<file path="src/rtl/decoder_n_seq_if.sv">
// Select handshake between a select source (master) and decoder_n_seq (slave).
// A select value transfers on any rising clk edge where sel_valid && sel_ready are both 1;
// sel_valid may rise independently of sel_ready, and sel_in must stay stable while sel_valid waits.
interface decoder_n_seq_if #(
  parameter int SEL_W = 2
);
  logic [SEL_W-1:0] sel_in;
  logic             sel_valid;
  logic             sel_ready;

  modport master (output sel_in, output sel_valid, input sel_ready);
  modport slave  (input sel_in, input sel_valid, output sel_ready);
endinterface

</file>
<file path="src/rtl/decoder_n_seq.sv">
// Registered binary-to-one-hot decoder with a select sequencer: direct decode of a
// handshaked index, or automatic continuous / single-sweep scanning with a per-line dwell.
module decoder_n_seq #(
  parameter int SEL_W       = 2,
  parameter int DWELL       = 4,
  parameter bit ACTIVE_HIGH = 1'b1
) (
  input  logic                  clk,
  input  logic                  rst_n,
  input  logic                  en,
  input  logic [1:0]            mode,
  decoder_n_seq_if.slave        sel_bus,
  output logic [(2**SEL_W)-1:0] y,
  output logic [SEL_W-1:0]      cur_sel,
  output logic                  wrap,
  output logic                  done,
  output logic                  busy,
  output logic [2:0]            fsm_state
);
  localparam int OUT_W = 2 ** SEL_W;
  localparam int CNT_W = (DWELL > 1) ? $clog2(DWELL) : 1;
  localparam logic [CNT_W-1:0] LAST_CNT = CNT_W'(DWELL - 1);
  localparam logic [SEL_W-1:0] SEL_MAX  = '1;
  localparam logic [OUT_W-1:0] Y_IDLE   = {OUT_W{~ACTIVE_HIGH}};

  // OFF encodes as 0 so the debug state reads 0 out of reset
  typedef enum logic [2:0] {
    S_OFF     = 3'd0,
    S_DIRECT  = 3'd1,
    S_SCAN    = 3'd2,
    S_OS_RUN  = 3'd3,
    S_OS_DONE = 3'd4
  } state_t;

  state_t           state;
  state_t           nxt_state;
  logic [CNT_W-1:0] cnt;
  logic [CNT_W-1:0] nxt_cnt;
  logic [SEL_W-1:0] nxt_sel;
  logic [OUT_W-1:0] nxt_y;
  logic             frozen;
  logic             entry;
  logic             load;
  logic             advance;
  logic             cnt_last;
  logic             nxt_wrap;

  function automatic logic [OUT_W-1:0] line(input logic [SEL_W-1:0] s);
    logic [OUT_W-1:0] v;
    v    = '0;
    v[s] = 1'b1;
    return ACTIVE_HIGH ? v : ~v;
  endfunction

  always_comb begin
    nxt_state = state;
    case (mode)
      2'b00:   nxt_state = S_OFF;
      2'b01:   nxt_state = S_DIRECT;
      2'b10:   nxt_state = S_SCAN;
      default: nxt_state = (state == S_OS_RUN || state == S_OS_DONE) ? state : S_OS_RUN;
    endcase
    cnt_last = (cnt == LAST_CNT);
    if (state == S_OS_RUN && nxt_state == S_OS_RUN && !frozen && cnt_last && cur_sel == SEL_MAX)
      nxt_state = S_OS_DONE;

    entry   = (nxt_state == S_SCAN && state != S_SCAN) ||
              (nxt_state == S_OS_RUN && state != S_OS_RUN);
    load    = (state == S_DIRECT) && sel_bus.sel_valid && sel_bus.sel_ready;
    // the first enabled edge after a freeze only restores y, so the dwell resumes where it stopped
    advance = !frozen && !entry && (nxt_state == S_SCAN || nxt_state == S_OS_RUN);

    nxt_cnt  = cnt;
    nxt_sel  = cur_sel;
    nxt_wrap = 1'b0;
    if (entry) begin
      nxt_cnt = '0;
      nxt_sel = '0;
    end else if (load) begin
      nxt_sel = sel_bus.sel_in;
    end else if (advance) begin
      if (cnt_last) begin
        nxt_cnt  = '0;
        nxt_sel  = cur_sel + SEL_W'(1);
        nxt_wrap = (nxt_state == S_SCAN) && (cur_sel == SEL_MAX);
      end else begin
        nxt_cnt = cnt + CNT_W'(1);
      end
    end

    case (nxt_state)
      S_DIRECT, S_SCAN, S_OS_RUN: nxt_y = line(nxt_sel);
      default:                    nxt_y = Y_IDLE;
    endcase
  end

  always_ff @(posedge clk or negedge rst_n) begin
    if (!rst_n) begin
      state             <= S_OFF;
      cnt               <= '0;
      cur_sel           <= '0;
      y                 <= Y_IDLE;
      wrap              <= 1'b0;
      done              <= 1'b0;
      busy              <= 1'b0;
      sel_bus.sel_ready <= 1'b1;
      frozen            <= 1'b0;
    end else if (!en) begin
      y                 <= Y_IDLE;
      wrap              <= 1'b0;
      done              <= 1'b0;
      sel_bus.sel_ready <= 1'b0;
      frozen            <= 1'b1;
    end else begin
      state             <= nxt_state;
      cnt               <= nxt_cnt;
      cur_sel           <= nxt_sel;
      y                 <= nxt_y;
      wrap              <= nxt_wrap;
      done              <= (state == S_OS_RUN) && (nxt_state == S_OS_DONE);
      busy              <= (nxt_state == S_SCAN) || (nxt_state == S_OS_RUN);
      sel_bus.sel_ready <= (nxt_state == S_OFF) || (nxt_state == S_DIRECT);
      frozen            <= 1'b0;
    end
  end

  assign fsm_state = state;

endmodule

</file>
<file path="src/flat_wrapper.sv">
// flat-port wrapper written by rule: the top's interface ports become plain ports
module decoder_n_seq_flat 
#(
  parameter int SEL_W       = 2,
  parameter int DWELL       = 4,
  parameter bit ACTIVE_HIGH = 1'b1
)
  (clk, rst_n, en, mode, y, cur_sel, wrap, done, busy, fsm_state, sel_bus_sel_in, sel_bus_sel_valid, sel_bus_sel_ready);
  decoder_n_seq_if #(.SEL_W(SEL_W)) sel_bus_i ();
  input  logic clk;
  input  logic rst_n;
  input  logic en;
  input  logic [1:0] mode;
  output logic [(2**SEL_W)-1:0] y;
  output logic [SEL_W-1:0] cur_sel;
  output logic wrap;
  output logic done;
  output logic busy;
  output logic [2:0] fsm_state;
  input wire logic [$bits(sel_bus_i.sel_in)-1:0] sel_bus_sel_in;
  input wire logic [$bits(sel_bus_i.sel_valid)-1:0] sel_bus_sel_valid;
  output wire logic [$bits(sel_bus_i.sel_ready)-1:0] sel_bus_sel_ready;
  assign sel_bus_i.sel_in = sel_bus_sel_in;
  assign sel_bus_i.sel_valid = sel_bus_sel_valid;
  assign sel_bus_sel_ready = sel_bus_i.sel_ready;
  decoder_n_seq #(.SEL_W(SEL_W), .DWELL(DWELL), .ACTIVE_HIGH(ACTIVE_HIGH)) u_core (.clk(clk), .rst_n(rst_n), .en(en), .mode(mode), .sel_bus(sel_bus_i), .y(y), .cur_sel(cur_sel), .wrap(wrap), .done(done), .busy(busy), .fsm_state(fsm_state));
endmodule
</file>
<file path="config.mk">
export PLATFORM = sky130hd
export DESIGN_NAME = decoder_n_seq_flat
export DESIGN_NICKNAME = d
export VERILOG_FILES = /design/src/rtl/decoder_n_seq_if.sv /design/src/rtl/decoder_n_seq.sv /design/src/flat_wrapper.sv
export SDC_FILE = /design/constraint.sdc
export NUM_CORES = 1
export LEC_CHECK = 0
export CORE_MARGIN = 2
export CORE_UTILIZATION = 40
export DETAILED_ROUTE_END_ITERATION = 12
export PLACE_DENSITY = 0.66
export SLEW_MARGIN = 15
export SYNTH_ARGS = -nofsm -noshare
export SYNTH_HDL_FRONTEND = slang
export SYNTH_SLANG_ARGS = --single-unit
</file>
<file path="constraint.sdc">
create_clock -name clk -period 3.7 [get_ports clk]
set_input_delay 0.925 -clock clk [delete_from_list [all_inputs] [get_ports clk]]
set_output_delay 0.925 -clock clk [all_outputs]
set_load 0.01 [all_outputs]
</file>
* After elaboration in Yosys (flattened, before gate mapping) *
Index checks and enable logic that the tools add are counted.

word-level totals
  register bits after elaboration = 16
  input port bits = 8
  output and inout bits = 13
  word-level logic and storage cells = 75

cells by class
  add/subtract/negate cells = 2
  order comparisons = 2
  equal/unequal tests = 15
  mux-type cells = 23
  reduce and logical (&&, ||, !) cells = 24

operators with widths
  operator                                                            number
  two-way mux 2 bit                                                   8
  logical AND 1 bit                                                   13
  equality test 3 x 2 -> 1 bit (second input constant)                4
  two-way mux 1 bit                                                   9
  case mux 3 bit (3 select lines)                                     1
  two-way mux 4 bit                                                   2
  equality test 2 bit (second input constant)                         3
  equality test 3 x 1 -> 1 bit (second input constant)                2
  equality test 3 bit (second input constant)                         2
  two-way mux 3 bit                                                   2
  != test 3 x 2 -> 1 bit (second input constant)                      2
  adder 2 x 1 -> 2 bit (second input constant)                        2
  logical OR 1 bit                                                    4
  zero test 3 bit                                                     1
  less-than comparator 2 x 3 -> 1 bit (second input constant)         1
  AND reduction 3 bit                                                 1
  OR reduction 3 bit                                                  1
  demux 1 bit (select 2 bit)                                          1
  equality test 2 x 1 -> 1 bit (second input constant)                1
  greater-or-equal comparator 2 x 1 -> 1 bit (second input constant)  1
  zero test 1 bit                                                     2
  zero test 2 bit                                                     1
  != test 2 x 1 -> 1 bit (second input constant)                      1
  nonzero test 2 bit                                                  1

* Longest topological paths before layout *
  word-level depth = 25
  depth in mapped cells = 6

* Worst setup path before layout *
OpenSTA, ideal clock, no wires.

  path kind = input to register
  start = input mode[0]
  end = register u_core.y[3]
  arrival = 2020 ps
  setup slack = 1600 ps
  stages on the path = 5
  buffers on the path = 0
  cells stage by stage = or3b_1 > a21oi_2 > o21ai_2 > or3_4 > nor3b_2

on the way
  longest elaborated chain between the ends = 23

ends and longest elaborated chain
  item                                                                                                                     RTL line                                  source
  start, declared                                                                                                          flat_wrapper.sv:13                        input logic [1:0] mode;
  equality test 2 bit (tied with other cells)                                                                              decoder_n_seq.sv:57                       case (mode)
  case mux 3 bit (3 select lines) *                                                                                        decoder_n_seq.sv:57
  equality test 3 x 2 -> 1 bit                                                                                             decoder_n_seq.sv:64                       if (state == S_OS_RUN && nxt_state == S_OS_RUN && !frozen && cnt_last && cur_sel == SEL_MAX)
  logical AND 1 bit (4 in series)                                                                                          decoder_n_seq.sv:64
  two-way mux 3 bit *                                                                                                      decoder_n_seq.sv:64
  equality test 3 x 2 -> 1 bit, on equally long branches                                                                   n/a
  logical AND 1 bit, on equally long branches                                                                              decoder_n_seq.sv:67, decoder_n_seq.sv:68
  logical OR 1 bit                                                                                                         decoder_n_seq.sv:67                       entry = (nxt_state == S_SCAN && state != S_SCAN) ||
  [... 4 more ...]                                                                                                         n/a
  two-way mux 2 bit                                                                                                        decoder_n_seq.sv:79                       end else if (load) begin
  two-way mux 2 bit                                                                                                        decoder_n_seq.sv:76                       if (entry) begin
  less-than comparator 2 x 3 -> 1 bit (implied by the code) or greater-or-equal comparator 2 x 1 -> 1 bit (tied branches)  decoder_n_seq.sv:51                       v[s] = 1'b1;
  logical AND 1 bit (implied by the code)                                                                                  decoder_n_seq.sv:51
  two-way mux 1 bit (implied by the code)                                                                                  decoder_n_seq.sv:51
  demux 1 bit (select 2 bit)                                                                                               n/a
  two-way mux 4 bit *                                                                                                      decoder_n_seq.sv:91                       case (nxt_state)
  two-way mux 4 bit *                                                                                                      decoder_n_seq.sv:108                      end else if (!en) begin
  end signal, assigned                                                                                                     decoder_n_seq.sv:118                      y <= nxt_y;
  end, declared                                                                                                            decoder_n_seq.sv:13                       output logic [(2**SEL_W)-1:0] y,

Every way passes the cells marked *; elsewhere a longest branch is shown, timed or not.
A chain may end at the register's enable or synchronous reset.

* Worst setup path in the final report *
  start = input mode[0]
  end = register u_core.y[0]

Same word-level chain as after synthesis.

==> impl_metrics.tcl <==
set metrics [dict create \
    tns_ns 0 \
    cp_num_buf_inv 1 \
    cts-htree-levels 1 \
    clock_latency_ns 0.29 \
    fin_crit_ns 2.53 \
    port_buffers 20 \
    period_share_pct 68.4 \
    required_ns 3.88 \
    cp_cell_sequence "clkdlybuf4s50_1, nand4b_2, o311a_4, o211ai_1, a21oi_1, o311a_1" \
    rsz0062_at_grt "false" \
    drtIter0Drc 21 \
    cp-end-kind "flop" \
    cts_setup_buffers 0 \
    cts_root_buf "clkbuf_4" \
    grt_pass1_wl_um 3180 \
    cpLargestDelayFamily "compound AO/OA/AOI/OAI gates" \
    vias 766 \
    pin_count 21 \
    syn_area_um2 920 \
    grt_use_met2_pct 23.2 \
    synth_warnings 0 \
    clock-sinks 16 \
    cap_violations 0 \
    num_rows 17 \
    max_freq_mhz 395 \
    fin_worst_skew_ns 0.000425 \
    async_reset_ff_share_pct 100 \
    avgViaCountPerCell 5.67 \
    wl_per_cell_um 14.2 \
    clock_path_buffers 2 \
    crit_type "in2reg" \
    status "finished, final reports clean" \
    drc_errors 0 \
    slew_viol_final 0 \
    cp_slowest_stage_delay_ns 0.63 \
    synth_cell_type_count 44 \
    dr.pass1.iters 4 \
    cp_max_fo 8 \
    cpMaxStageDelayCell "clkdlybuf4s50_1" \
    ys_ff_latch 16 \
    gp_congestion 0.855 \
    tritoncts "done" \
    numCtsBuffers 3 \
    area_growth_syn_to_layout_pct 29.1 \
    critPathArrivalTime_ns 2.71 \
    top_usage_layer "met2" \
    initial_core_util_pct 42.0 \
    layout_commonest_cell "clkdlybuf4s50_1" \
    coreArea_um2 2190 \
    nNetsFinal 118 \
    p_leak_nw 0.483 \
    start_kind "primary input" \
    cts_resized 0 \
    antenna_cells 0 \
    max_slew.worst_pin.slew_ns 0.707 \
    synthCells 84 \
    final_cell_mix "20 x clkdlybuf4s50_1, 15 x dfrtp_1, 10 x nor2_1" \
    path_clk_slew_ns 0.09 \
    synth_ff_type "dfrtp_1" \
    grt_util_met3_pct 2.87 \
    synth.avg_cell_area_um2 10.9 \
    finalWirelength_um 1910 \
    die_y_um 52.0 \
    antenna_left 0 \
    hp-class "reg2reg" \
    die_x_um 52.0 \
    hold_buffers 0 \
    antenna_found_initial 0 \
    final_hold_viol_count 0 \
    setup_violations 0 \
    die-area_um2 2700 \
    grt_usage_pct 16.0 \
    hpwl_um 1420 \
    synth_edf_count 0 \
    gr-total-overflow 0 \
    met1_usage_pct 22.0 \
    synth_nets 94 \
    ir_drop_mv 0.205 \
    max_slew_margin_pct 52.7 \
    grt_pass1_vias 712 \
    power_density_nw_per_um2 345 \
    final_util_pct 54.2 \
    drive_gt1_share_pct 19.6 \
    grt_max_degree 17 \
    yosysSeqAreaShare_pct 43.7 \
]
synth_stat cells, types with 2 or more instances:
| cell | n | area (µm²) |
|---|---|---|
| ha_1 | 2 | 25.0 |
| and2_1 | 2 | 12.5 |
| inv_1 | 3 | 11.3 |
| o2bb2ai_1 | 2 | 17.5 |
| nand3_1 | 2 | 10.0 |
| mux2_2 | 3 | 33.8 |
| dfrtp_1 | 15 | 375 |
| o21ai_0 | 3 | 15.0 |
| nor3_1 | 2 | 10.0 |
| a21oi_1 | 2 | 10.0 |
| nor2_1 | 10 | 37.5 |
| a22o_1 | 2 | 17.5 |
| nand2_1 | 4 | 15.0 |
| o211ai_1 | 2 | 15.0 |
power by group:
part | switching [mW] | internal, mW
Combinational | 0.0431 | 0.0490
Sequential | 0.0136 | 0.187
Clock | 0.0570 | 0.0599
kinds of logic (layout without fill, tap and decap cells):
group	Yosys count	in the layout	share of synthesized area, %
AO/OA/AOI/OAI	21	21	20.3
adder cells (fa/ha/maj)	2	2	2.72
buffers and inverters	4	27	1.63
flip-flops	16	16	43.7
multiplexers	3	3	3.67
AND/OR/NAND/NOR	38	38	28.0
through the flow:
stage | area (µm²) | hold slack [ns] | total power [mW] | setup WS (ns) | std cells
after detailed placement | 1150 | 0.493 | 0.295 | 0.875 | 131
after CTS | 1190 | 0.516 | 0.413 | 1.19 | 135
after global placement | 1150 | 0.487 | 0.295 | 0.908 | 131
after floorplan | 920 | 0.470 | 0.253 | 1.60 | 84
final | 1190 | 0.508 | 0.410 | 1.17 | 135
after global routing | 1190 | 0.545 | 0.432 | 0.991 | 135
registers in the layout, indices dropped and copies added, names as in the netlist:
register                  cells
u_core.cnt                    2
u_core.frozen                 1
u_core.sel_bus.sel_ready      1
u_core.done                   1
u_core.cur_sel                2
u_core.fsm_state              3
u_core.wrap                   1
u_core.y                      4
u_core.busy                   1
layer usage:
layer  part of all wire (%)  vias to the layer above  wire length, µm
li1                       -                      367                -
met1                     45                      366              861
met2                     48                       30              914
met3                    6.2                        3              118
met4                   0.99                        0               19
met5                      0                        -                0
worst paths after layout:
kind                               start                   to  slack (ns)  cells past startpoint
min in group asynchronous          rst_n        u_core.cnt[0]        1.05                      1
hold / removal             u_core.cnt[1]        u_core.cnt[1]        0.51                      1
setup / recovery                 mode[0]          u_core.y[0]        1.17                      6
setup reg to reg           u_core.cnt[0]          u_core.y[2]        1.74                      6
max in group asynchronous          rst_n  u_core.fsm_state[2]        2.20                      1
hold reg to reg            u_core.cnt[1]        u_core.cnt[1]        0.51                      1
layout make-up:
type / count / area (µm²)
inverter: 3 / 11.3
clock buffer: 4 / 36.3
fill: 182 / 1000
timing repair buffer: 20 / 200
sequential: 16 / 402
tap: 28 / 35.0
multi-input combinational: 64 / 503
Power figures use the tool's default switching activity.
